[config.mk]
export PLATFORM = sky130hd
export DESIGN_NAME = hex_pwm
export DESIGN_NICKNAME = d
export VERILOG_FILES = /design/src/rtl/hex_pwm.sv
export SDC_FILE = /design/constraint.sdc
export NUM_CORES = 1
export LEC_CHECK = 0
export ABC_AREA = 1
export CAP_MARGIN = 20
export CORE_UTILIZATION = 40
export DETAILED_ROUTE_END_ITERATION = 10
export GPL_ROUTABILITY_DRIVEN = 1
export PLACE_DENSITY = 0.72
export SLEW_MARGIN = 30
export SYNTH_ARGS = -nofsm -noshare
export SYNTH_HDL_FRONTEND = slang
export SYNTH_SLANG_ARGS = --single-unit
[constraint.sdc]
create_clock -name clk -period 5.3 [get_ports clk]
set_clock_uncertainty 0.15 [all_clocks]
set_input_delay 0.795 -clock clk [delete_from_list [all_inputs] [get_ports clk]]
set_output_delay 0.795 -clock clk [all_outputs]
set_load 0.01 [all_outputs]
[src/rtl/hex_pwm.sv]
// rtl/hex_pwm.sv - 16-slot PWM driven by an external hex counter, with buffered duty and sequence checking
module hex_pwm (
  input  logic       clk,
  input  logic       res,
  input  logic [3:0] cnt,
  input  logic [3:0] duty_in,
  input  logic       duty_valid,
  output logic       duty_ready,
  input  logic       en,
  input  logic       err_clr,
  output logic       pwm,
  output logic       period_end,
  output logic       seq_err,
  output logic [3:0] duty_cur
);

  typedef enum logic {
    EMPTY = 1'b0,
    FULL  = 1'b1
  } state_t;

  state_t     state;
  state_t     state_nxt;
  logic [3:0] cnt_d;
  logic [3:0] cnt_inc;
  logic [3:0] pend;
  logic [3:0] pend_nxt;
  logic [3:0] duty_nxt;
  logic       primed;
  logic       wrap;
  logic       seq_set;

  // A wrap is only trusted once cnt_d holds a real sample, and only for the 15 -> 0 step.
  assign wrap    = primed & (cnt_d == 4'hF) & (cnt == 4'h0);
  assign cnt_inc = cnt_d + 4'd1;
  assign seq_set = primed & (cnt != cnt_inc);

  // Duty buffer state register.
  always_ff @(posedge clk or posedge res) begin
    if (res) begin
      state <= EMPTY;
    end else begin
      state <= state_nxt;
    end
  end

  // Duty buffer next state: accept into pend when empty, promote pend to duty_cur on a wrap.
  always_comb begin
    state_nxt  = state;
    pend_nxt   = pend;
    duty_nxt   = duty_cur;
    duty_ready = 1'b0;
    case (state)
      EMPTY: begin
        duty_ready = 1'b1;
        if (duty_valid) begin
          pend_nxt  = duty_in;
          state_nxt = FULL;
        end
      end
      FULL: begin
        if (wrap) begin
          duty_nxt  = pend;
          state_nxt = EMPTY;
        end
      end
      default: begin
        state_nxt = EMPTY;
      end
    endcase
  end

  // Datapath registers; pwm compares against the duty that applies from this edge on,
  // so a new duty is visible starting with slot 0 of the new period.
  always_ff @(posedge clk or posedge res) begin
    if (res) begin
      cnt_d      <= 4'h0;
      primed     <= 1'b0;
      pend       <= 4'h0;
      duty_cur   <= 4'h0;
      pwm        <= 1'b0;
      period_end <= 1'b0;
      seq_err    <= 1'b0;
    end else begin
      cnt_d      <= cnt;
      primed     <= 1'b1;
      pend       <= pend_nxt;
      duty_cur   <= duty_nxt;
      pwm        <= en & (cnt < duty_nxt);
      period_end <= wrap;
      seq_err    <= seq_set | (seq_err & ~err_clr);
    end
  end

endmodule

After elaboration in Yosys (flattened, before gate mapping). Cells that the tools add are included.

$add $sub $neg: 1. Multiply operators: 0. Div/mod/pow operators: 0. Magnitude comparators: 1. Eq/ne operators: 2. Shift-type cells: 0. Multiplexer cells: 6. Bitwise gates (word level): 8. Reduce and logical (&&, ||, !) cells: 2.

Operator list (number): $mux W4 (2); $and A1 B1 Y1 (5); $add A4 B1 Y4 const B (1); $eq A4 B4 Y1 const B (1); $logic_not A4 Y1 (1); $lt A4 B4 Y1 (1); $ne A4 B4 Y1 (1); $mux W1 (3); $not A1 Y1 (2); $pmux W1 S2 (1); $reduce_and A2 Y1 (1); $or A1 B1 Y1 (1).

Register bits after elaboration: 17. Bits in latches: 0. RAM bits: 0. ROM bits: 0. Output and inout port bits: 8. Logic and storage cells: 28. Memories: 0.

Longest topological paths before layout.
Word-level depth: 7. Gate-level depth with buffers: 11.

Worst setup path after synthesis. No wires, ideal clock.

Path kind: input port to flip-flop. Start: input port cnt[1]. End: register pwm. Setup time: 73 ps. Data arrival time: 1853 ps. Data required time: 5077 ps. Path slack: 3224 ps. Stages: 10. Buffers on the path: 0. Path through: inv_1 nand2_2 nor2_4 nand3_4 or2_1 o21ai_2 ha_1 nand2_1 nand2_1 a21oi_2.

Word-level cells in the longest chain between the ends: 6.

Ends and longest elaborated chain: from (decl) (RTL line 5) `input logic [3:0] cnt,`; $logic_not A4 Y1 (RTL line 34) `assign wrap = primed & (cnt_d == 4'hF) & (cnt == 4'h0);`; $and A1 B1 Y1 (RTL line 34); $mux W4 (RTL line 62) `if (wrap) begin`; $mux W4 (RTL line 53) `case (state)`; $lt A4 B4 Y1 (*) (RTL line 89) `pwm <= en & (cnt < duty_nxt);`; $and A1 B1 Y1 (*) (RTL line 89); to (signal assigned) (RTL line 89); to (decl) (RTL line 11) `output logic pwm,`.

Mark *: on every way between the ends. The rest lies on a longest branch, timed or not. A chain may end at the register's enable or synchronous reset.

Worst setup path after layout.
Start: input port cnt[3]. End: register pwm.

Same word-level chain as after synthesis.

==> flow_summary.json <==
{
  "fmax_mhz": 406.3,
  "yosys.area_share.simple": 0.1934,
  "required_ns": 5.37,
  "hpwl_mm": 1.043,
  "min_period_over_period": 0.4643,
  "start_util": 0.4254,
  "viasPerCell": 4.390,
  "endpoint": "pwm",
  "synth_seq_cells": 17,
  "io_buffers": 20,
  "crit_slowest_cell": "clkdlybuf4s50_1",
  "num_antenna_cells": 0,
  "rrSetupSlack_ns": 3.31,
  "grtUsageMet3": 0.05283,
  "numCtsBuffers": 3,
  "yosys.area_share.xor_xnor": 0.05247,
  "core_area_sq_mm": 0.001962,
  "nFillCells": 199,
  "cts.sinks": 17,
  "yosysSeqAreaShare": 0.5097,
  "dp_cells": 132,
  "drt-wirelength-per-cell_um": 9.449,
  "nNetsFinal": 127,
  "syn2layout_area_growth_pct": 31.18,
  "met1_usage": 0.1564,
  "synth-edff-count": 0,
  "dp_slack_ns": 2.516,
  "synth_area_sq_um": 834.6,
  "root_buffer": "clkbuf_4",
  "cts-resized-gates": 0,
  "gp_congestion": 0.7370,
  "status": "finished clean",
  "drive_gt1_frac": 0.1927,
  "end_kind": "flip-flop",
  "yosys.area.top_type_share": 0.5097,
  "p_per_area_mw_per_mm2": 258.0,
  "slew_headroom": 0.5983,
  "ff2ff_path_depth": 11,
  "cts-hold-fix-buffers": 0,
  "path_common_cell": "nand2_1",
  "via_count": 597,
  "synthFlopType": "dfrtp_1",
  "die-area_sq_mm": 0.002273,
  "worstPathCellList": "clkdlybuf4s50_1, inv_1, nand2_1, nor2_4, nand3_4, inv_2, nand2_1, o21ai_1, ha_1, nand2_1, nand3b_1, a21oi_2",
  "drv_slew": 0,
  "yosysTopAreaCell": "dfrtp_1",
  "rows": 16,
  "synth_compound_area_frac": 0.06297,
  "synthCells": 85,
  "synth.area.top_cells": "dfrtp_1 (51%), inv_1 (6.3%), ha_1 (6.0%)",
  "cp_max_fo": 4,
  "yosys_warnings": 0,
  "maxCapViolations": 0,
  "worst_pin_slew_ns": 0.6018,
  "synthMuxAreaShare": 0.02699,
  "path_class": "in -> reg",
  "synthTopCellsByCount": "dfrtp_1 (17), inv_1 (14), nand2_1 (11)",
  "firstDrtPassIters": 4,
  "hold_viol_final": 0,
  "fin_crit_ns": 2.461,
  "stdcell_area_sq_mm": 0.001095,
  "drc": 0,
  "drt_iter0_markers": 4,
  "clock_path_buffers": 2,
  "clock_latency_ns": 0.29,
  "path_clk_slew_ns": 0.09,
  "grt_util_all_layers": 0.1305,
  "avgSynthCellArea_sq_um": 9.818,
  "final-seq-area_sq_um": 425.4,
  "wirelength_mm": 1.285,
  "regToRegEndpoint": "pwm",
  "final_cells": 136,
  "start_kind": "input pin",
  "htree_levels": 1,
  "worstReg2RegStart": "cnt_d[0]",
  "post_cts_buffers": 0,
  "synth_cell_types": 25,
  "synth_fa_ha_area_frac": 0.05997,
  "p_leak_nw": 0.5414,
  "busiest_layer": "met2",
  "critPathLaunch": "cnt[3]",
  "syn_nets": 102,
  "ant_nets": 0,
  "synth_async_sr_flop_share": 1.000,
  "dpl_cell_area_sq_mm": 0.001069,
  "antenna_found_initial": 0,
  "ioPinCount": 21,
  "peakVddDrop_mv": 0.1505,
  "yosys.cell_count.top_type": "dfrtp_1",
  "cts_tree": "built",
  "grt_pass1_vias": 510,
  "use_met2": 0.2027,
  "critPathMaxStageDelay_ns": 0.49,
  "gr-total-overflow": 0,
  "hp-class": "reg -> reg",
  "grt_setup_unrepaired": "false",
  "cp.arrival_ns": 2.53,
  "die_height_um": 47.68,
  "grt_pass1_wl_mm": 1.952,
  "worst_slack_ns": 2.839,
  "die_w_um": 47.68,
  "setup_viol": 0,
  "tns_ns": 0,
  "grt_max_degree": 18,
  "multiInputGateArea_sq_um": 334.1,
  "synth_top_family_by_area": "simple AND/OR/NAND/NOR gates"
}
-- cell type report --
type                    instances  area share
clock buffers                   4     0.02400
inverters                      20     0.06857
multi-input cells              48      0.3051
flip-flops and latches         17      0.3886
well taps                      27     0.03086
repair buffers                 20      0.1829
-- critical path, delay by kind of cell --
kind | cells | cell delay (ns)
AO/OA/AOI/OAI | 2 | 0.25
adder cells (fa/ha/maj) | 1 | 0.29
buffers and inverters | 3 | 0.67
AND/OR/NAND/NOR | 6 | 0.52
-- flip-flops by register name, summed over array words and instances, names as in the netlist --
signal      flops
period_end      1
seq_err         1
pwm             1
cnt_d           4
state           1
primed          1
pend            4
duty_cur        4
-- report_power, final --
part | internal [W] | total [W] | leakage [nW] | switching, W
registers | 0.000148 | 0.000156 | 0.201 | 0.00000830
logic | 0.0000320 | 0.0000587 | 0.325 | 0.0000267
clock network | 0.0000293 | 0.0000674 | 0.0150 | 0.0000381
total | 0.000209 | 0.000282 | 0.541 | 0.0000731
-- per-layer routing --
metal,vias up,part of all wire
met5,-,0
met4,0,0.023
met3,4,0.066
met2,17,0.45
met1,269,0.46
li1,307,-
-- layout by cell type, fill, tap and decap left out, types with 2 or more instances in the layout --
| cell | netlist | routed |
|---|---|---|
| nand2_2 | 4 | 4 |
| nand3_1 | 2 | 2 |
| clkdlybuf4s50_1 | 0 | 20 |
| dfrtp_1 | 17 | 17 |
| mux2_2 | 2 | 2 |
| xor2_1 | 3 | 3 |
| nor2_4 | 2 | 2 |
| o21ai_2 | 2 | 2 |
| nand2_1 | 11 | 11 |
| xnor2_1 | 2 | 2 |
| inv_1 | 14 | 14 |
| clkbuf_4 | 0 | 3 |
| ha_1 | 4 | 4 |
| or2_1 | 2 | 2 |
| a21oi_1 | 2 | 2 |
| nor2_1 | 2 | 2 |
| inv_2 | 6 | 6 |
-- metrics by stage --
stage / hold WS, ns / total power [W] / util
finish: 0.3591 / 0.0002825 / 0.5580
global route: 0.3814 / 0.0003029 / 0.5580
CTS: 0.3651 / 0.0002870 / 0.5580
detailed placement: 0.3430 / 0.0002189 / 0.5446
global placement: 0.3372 / 0.0002167 / 0.5446
floorplan: 0.3211 / 0.0001936 / -
-- worst min-delay path by stage --
stage / depth (start not counted) / endpoint / startpoint / slack [ns]
2_1_floorplan: 1 / pend[1] / pend[1] / 0.32
3_3_place_gp: 1 / pend[2] / pend[2] / 0.34
3_5_place_dp: 1 / pend[1] / pend[1] / 0.34
4_1_cts: 1 / pend[1] / pend[1] / 0.37
5_1_grt: 1 / pend[1] / pend[1] / 0.38
6_report: 1 / pend[2] / pend[2] / 0.36
-- cell families (layout without fill, tap and decap cells) --
group                    Yosys count  count (layout)
buffers and inverters             20              44
AO/OA/AOI/OAI                      8               8
multiplexers                       2               2
AND/OR/NAND/NOR                   28              28
other                              1               1
adder cells (fa/ha/maj)            4               4
flip-flops                        17              17
XOR/XNOR                           5               5
Note: power is estimated with default switching activity, not from simulation.
